[src/rtl/gbt_frame_defs_pkg.sv]
// Shared frame-format definitions for the GBT return-link transmitter and its loopback checker.
package gbt_frame_defs;

    localparam int unsigned DATA_W = 16;
    localparam int unsigned SEQ_W  = 8;
    localparam int unsigned CSUM_W = 12;
    localparam int unsigned GAP_W  = 4;
    localparam int unsigned CNT_W  = 8;

    localparam logic [3:0] HDR_TAG = 4'hA;
    localparam logic [3:0] HDR_SUB = 4'h5;
    localparam logic [3:0] TRL_TAG = 4'hE;

    typedef enum logic [1:0] {
        ST_IDLE = 2'd0,
        ST_PAY  = 2'd1,
        ST_TRL  = 2'd2,
        ST_GAP  = 2'd3
    } tx_state_e;

    typedef struct packed {
        logic [3:0]       tag;
        logic [3:0]       sub;
        logic [SEQ_W-1:0] seq;
    } hdr_word_t;

    typedef struct packed {
        logic [3:0]        tag;
        logic [CSUM_W-1:0] csum;
    } trl_word_t;

endpackage

[src/rtl/gbt_frame_tx.sv]
// Return-link frame transmitter: drains a 1-cycle-latency source FIFO into
// header / payload / checksum-trailer frames on the CLK40 domain.
module gbt_frame_tx
    import gbt_frame_defs::*;
#(
    parameter int unsigned FRAME_LEN = 16,
    parameter int unsigned GAP_CYC   = 2,
    parameter logic [15:0] IDLE_WORD = 16'h5555
) (
    input  logic              CLK40,
    input  logic              RST,
    input  logic              ENA,
    input  logic              SRC_RDY,
    input  logic              SRC_MT,
    input  logic [15:0]       SRC_DATA,
    output logic              SRC_RD_EN,
    output logic [15:0]       TX_DATA,
    output logic              TX_VLD,
    output logic              BUSY,
    output logic [SEQ_W-1:0]  SEQ
);

    localparam logic [CNT_W-1:0] LEN_CNT  = CNT_W'(FRAME_LEN);
    localparam logic [CNT_W-1:0] LAST_CNT = CNT_W'(FRAME_LEN - 1);
    localparam logic [GAP_W-1:0] GAP_LD   = GAP_W'(GAP_CYC);

    tx_state_e          state;
    logic [CNT_W-1:0]   issued;
    logic [CNT_W-1:0]   rcvd;
    logic [DATA_W-1:0]  csum;
    logic [GAP_W-1:0]   gap_cnt;
    logic               rd_d1;
    logic               hold;
    logic               start;
    logic               rd_en;

    // hold keeps one settled IDLE cycle between frames before a new start
    assign start = ENA && SRC_RDY && !SRC_MT && !hold;

    always_comb begin
        rd_en = 1'b0;
        if (!RST) begin
            case (state)
                ST_IDLE: rd_en = start;
                ST_PAY:  rd_en = (issued < LEN_CNT) && !SRC_MT;
                default: rd_en = 1'b0;
            endcase
        end
    end

    assign SRC_RD_EN = rd_en;

    always_ff @(posedge CLK40) begin
        if (RST) begin
            state   <= ST_IDLE;
            issued  <= '0;
            rcvd    <= '0;
            csum    <= '0;
            gap_cnt <= '0;
            rd_d1   <= 1'b0;
            hold    <= 1'b0;
            TX_DATA <= IDLE_WORD;
            TX_VLD  <= 1'b0;
            BUSY    <= 1'b0;
            SEQ     <= '0;
        end else begin
            rd_d1 <= rd_en;
            case (state)
                ST_IDLE: begin
                    hold    <= 1'b0;
                    TX_DATA <= IDLE_WORD;
                    TX_VLD  <= 1'b0;
                    if (start) begin
                        TX_DATA <= hdr_word_t'{tag: HDR_TAG, sub: HDR_SUB, seq: SEQ};
                        TX_VLD  <= 1'b1;
                        issued  <= CNT_W'(1);
                        rcvd    <= '0;
                        csum    <= '0;
                        BUSY    <= 1'b1;
                        state   <= ST_PAY;
                    end
                end
                ST_PAY: begin
                    if (rd_en) begin
                        issued <= issued + CNT_W'(1);
                    end
                    if (rd_d1) begin
                        TX_DATA <= SRC_DATA;
                        TX_VLD  <= 1'b1;
                        csum    <= csum + SRC_DATA;
                        rcvd    <= rcvd + CNT_W'(1);
                        if (rcvd == LAST_CNT) begin
                            state <= ST_TRL;
                        end
                    end else begin
                        TX_DATA <= IDLE_WORD;
                        TX_VLD  <= 1'b0;
                    end
                end
                ST_TRL: begin
                    TX_DATA <= trl_word_t'{tag: TRL_TAG, csum: csum[CSUM_W-1:0]};
                    TX_VLD  <= 1'b1;
                    SEQ     <= SEQ + SEQ_W'(1);
                    gap_cnt <= GAP_LD;
                    if (GAP_CYC == 0) begin
                        hold  <= 1'b1;
                        BUSY  <= 1'b0;
                        state <= ST_IDLE;
                    end else begin
                        state <= ST_GAP;
                    end
                end
                ST_GAP: begin
                    TX_DATA <= IDLE_WORD;
                    TX_VLD  <= 1'b0;
                    if (gap_cnt <= GAP_W'(1)) begin
                        hold  <= 1'b1;
                        BUSY  <= 1'b0;
                        state <= ST_IDLE;
                    end else begin
                        gap_cnt <= gap_cnt - GAP_W'(1);
                    end
                end
                default: state <= ST_IDLE;
            endcase
        end
    end

endmodule
[config.mk]
export PLATFORM = sky130hd
export DESIGN_NAME = gbt_frame_tx
export DESIGN_NICKNAME = d
export VERILOG_FILES = /design/src/rtl/gbt_frame_defs_pkg.sv /design/src/rtl/gbt_frame_tx.sv
export SDC_FILE = /design/constraint.sdc
export NUM_CORES = 1
export LEC_CHECK = 0
export BUFFER_PORTS_ARGS = -buffer_cell sky130_fd_sc_hd__buf_2
export CORE_MARGIN = 2
export CORE_UTILIZATION = 23
export DETAILED_ROUTE_END_ITERATION = 10
export REMOVE_ABC_BUFFERS = 1
export SLEW_MARGIN = 30
export SYNTH_ARGS = -nofsm -noshare
export SYNTH_HDL_FRONTEND = slang
export SYNTH_SLANG_ARGS = --single-unit
[constraint.sdc]
create_clock -name CLK40 -period 2.96 [get_ports CLK40]
set_input_delay 0.148 -clock CLK40 [delete_from_list [all_inputs] [get_ports CLK40]]
set_output_delay 0.148 -clock CLK40 [all_outputs]
set_load 0.01 [all_outputs]
==> out/qor.yml <==
skew_ns: 0.00385
syn_to_final_growth_pct: 23.4
post-route-min-period_ns: 2.13
dp_hpwl_mm: 6.57
yosys.area.top_type: "dfxtp_1"
cts_setup_buffers: 0
preCtsSetupSlack_ns: 0.714
drc: 0
grt_pass1_vias: 2869
finalCritPeriodShare_pct: 72.1
cts_root_buf: "clkbuf_16"
htreeDepth: 3
synthTopCellsByArea: "dfxtp_1 (38%), ha_1 (8.1%), nor2_1 (6.1%), a21oi_1 (5.2%), o21ai_0 (3.7%)"
grt_pass1_wl_mm: 14.8
antenna_found_initial: 0
cts_tree: "done"
async_reset_ff_share_pct: 0
drv_slew: 0
worstHoldStart: "SRC_DATA[8]"
slew_headroom_pct: 51.5
insertion_delay_ns: 0.33
wl_mm: 8.84
critPathArrivalTime_ns: 2.40
synth-compound-area-share_pct: 21.2
whs_ns: 0.0768
final_cell_mix: "dfxtp_1 (62), nor2_1 (53), buf_2 (47)"
vias: 2981
final_nets: 477
mostFrequentLayoutCell: "dfxtp_1"
postCtsHoldBufs: 0
post_synth_and_or_nand_nor_area_fraction_pct: 22.4
start_kind: "register"
grt-ovfl-total: 0
fp.dieArea_um2: 15100
drv_cap: 0
min_to: "TX_DATA[8]$_SDFF_PP1_"
post_synth_xor_area_fraction_pct: 5.38
start_util_pct: 23.5
peakVddDrop_v: 0.000271
r2r-start: "state[1]$_SDFFE_PP0P_"
p_leak_nw: 1.58
drive_above_1_share_pct: 17.1
path_class: "register to register"
final_area_um2: 4020
postCtsResizedCells: 0
ioPinCount: 48
worst_slew_pin_slew_ns: 0.727
setup-tns-final_ns: 0
hold_depth: 3
dr.first_iter.drc_count: 291
syn_area_per_cell_um2: 8.46
powerDensity_nw_per_um2: 723
synth_top_cell_area_share_pct: 38.1
hold_violations: 0
detail-route-antenna-nets: 0
die_x_um: 123
cts_inserted_buffers: 9
clock_path_buffers: 2
rows: 43
place_congestion: 0.859
ys_warn_count: 0
synth_seq_cells: 62
n_fill_cell: 1488
synth_fa_ha_area_share_pct: 8.68
die_y_um: 123
place_area_um2: 3700
muxShareOfSynthArea_pct: 0.960
detail_route.wl_per_cell_um: 14.3
numPortBuffers: 47
status: "finished clean"
first_pass_iters: 4
synth-edff-count: 0
finalSetupViolCount: 0
reg2regPathDepth: 7
hold_path.class: "input pin to register"
n_antenna_cell: 0
endpoint_kind: "register"
ys_types: 51
synth_flop_cell: "dfxtp_1"
synth_top_family_by_area: "simple AND/OR/NAND/NOR gates"
syn_area_um2: 3260
vias_per_cell: 4.82
grtUsageTotal_pct: 12.5
timing.rr.end: "csum[9]$_SDFFE_PP0P_"
cts.clk_slew.worst_paths_ns: 0.05
max_freq_ghz: 0.469
fin_ws_ns: 0.827
rsz0062_at_grt: "no"
grt_max_degree: 40
worstPathMaxFanout: 18
core_area_um2: 13900
final_util_pct: 28.9
synth_cells: 385
ys_seq_area_share_pct: 38.1
cp_data_required_time_ns: 3.23
clock_sinks: 62
r2r_slack_ns: 0.83
[synth_stat cells, drive strengths merged, types with 3 or more instances]
cell type and n:
xor2 10, a22oi 10, nor3 9, or3 10
nand2b 5, buf 8, o211ai 4, a211oi 7
ha 21, nor2b 3, nand4 6, dfxtp 62
a32o 4, nand3 12, a21o 6, and2 4
o21ai 24, nand2 29, xnor2 10, clkbuf 7
nor2 53, a21oi 34, inv 12, a221oi 4
[how the worst max path moves through the flow]
stage	start	end
after floorplan	state[1]$_SDFFE_PP0P_	rcvd[7]$_SDFFE_PP0P_
after global placement	state[0]$_SDFFE_PP0P_	rcvd[5]$_SDFFE_PP0P_
after detailed placement	state[0]$_SDFFE_PP0P_	rcvd[5]$_SDFFE_PP0P_
after CTS	state[0]$_SDFFE_PP0P_	rcvd[5]$_SDFFE_PP0P_
after global routing	state[1]$_SDFFE_PP0P_	csum[9]$_SDFFE_PP0P_
final	state[1]$_SDFFE_PP0P_	csum[9]$_SDFFE_PP0P_
[registers in the layout, summed over array words and instances, names as in the netlist, 2 cells and up]
name	flops
TX_DATA	16
csum	12
SEQ	8
issued	8
rcvd	8
gap_cnt	4
state	2
[power breakdown]
group	leakage, nW	internal [W]	switching [W]	total, W
Clock	0.157	0.000757	0.000362	0.00112
Sequential	0.502	0.000923	0.0000497	0.000972
Combinational	0.926	0.000290	0.000524	0.000814
Total	1.58	0.00197	0.000935	0.00290
[critical path, stage by stage (launching register included)]
cell	delay [ns]
dfxtp_1	0.33
inv_1	0.11
ha_1	0.18
buf_4	0.23
and2_1	0.42
nand2_1	0.22
nor2_1	0.35
a32o_1	0.23
[kinds of logic (layout without fill, tap and decap cells)]
| kind of cell | Yosys count | count (layout) |
|---|---|---|
| AO/OA/AOI/OAI | 105 | 105 |
| XOR/XNOR | 20 | 20 |
| flip-flops | 62 | 62 |
| buffers and inverters | 27 | 81 |
| adder cells (fa/ha/maj) | 22 | 22 |
| multiplexers | 3 | 3 |
| AND/OR/NAND/NOR | 146 | 146 |
[stage by stage]
| step | total power, W | cells |
|---|---|---|
| 2_1_floorplan | 0.00148 | 370 |
| 3_3_place_gp | 0.00178 | 603 |
| 3_5_place_dp | 0.00179 | 603 |
| 4_1_cts | 0.00291 | 619 |
| 5_1_grt | 0.00307 | 619 |
| 6_report | 0.00290 | 619 |
[layer usage]
metal	vias to the layer above	track usage (%)	part of all wire (%)
li1	1486	-	-
met1	1407	16.5	46
met3	14	2.49	4.8
met4	0	4.12	1.7
met5	-	0	0
met2	74	20.3	47
[layout make-up]
class	instances	area [um^2]	share of cell area [%]
Inverter	12	45.0	1.12
Tap cell	180	225	5.61
Multi-Input combinational cell	296	1910	47.5
Clock inverter	4	70.1	1.74
Timing Repair Buffer	53	280	6.98
Clock buffer	12	246	6.14
Sequential cell	62	1240	30.9
(Power assumes the default switching activity.)
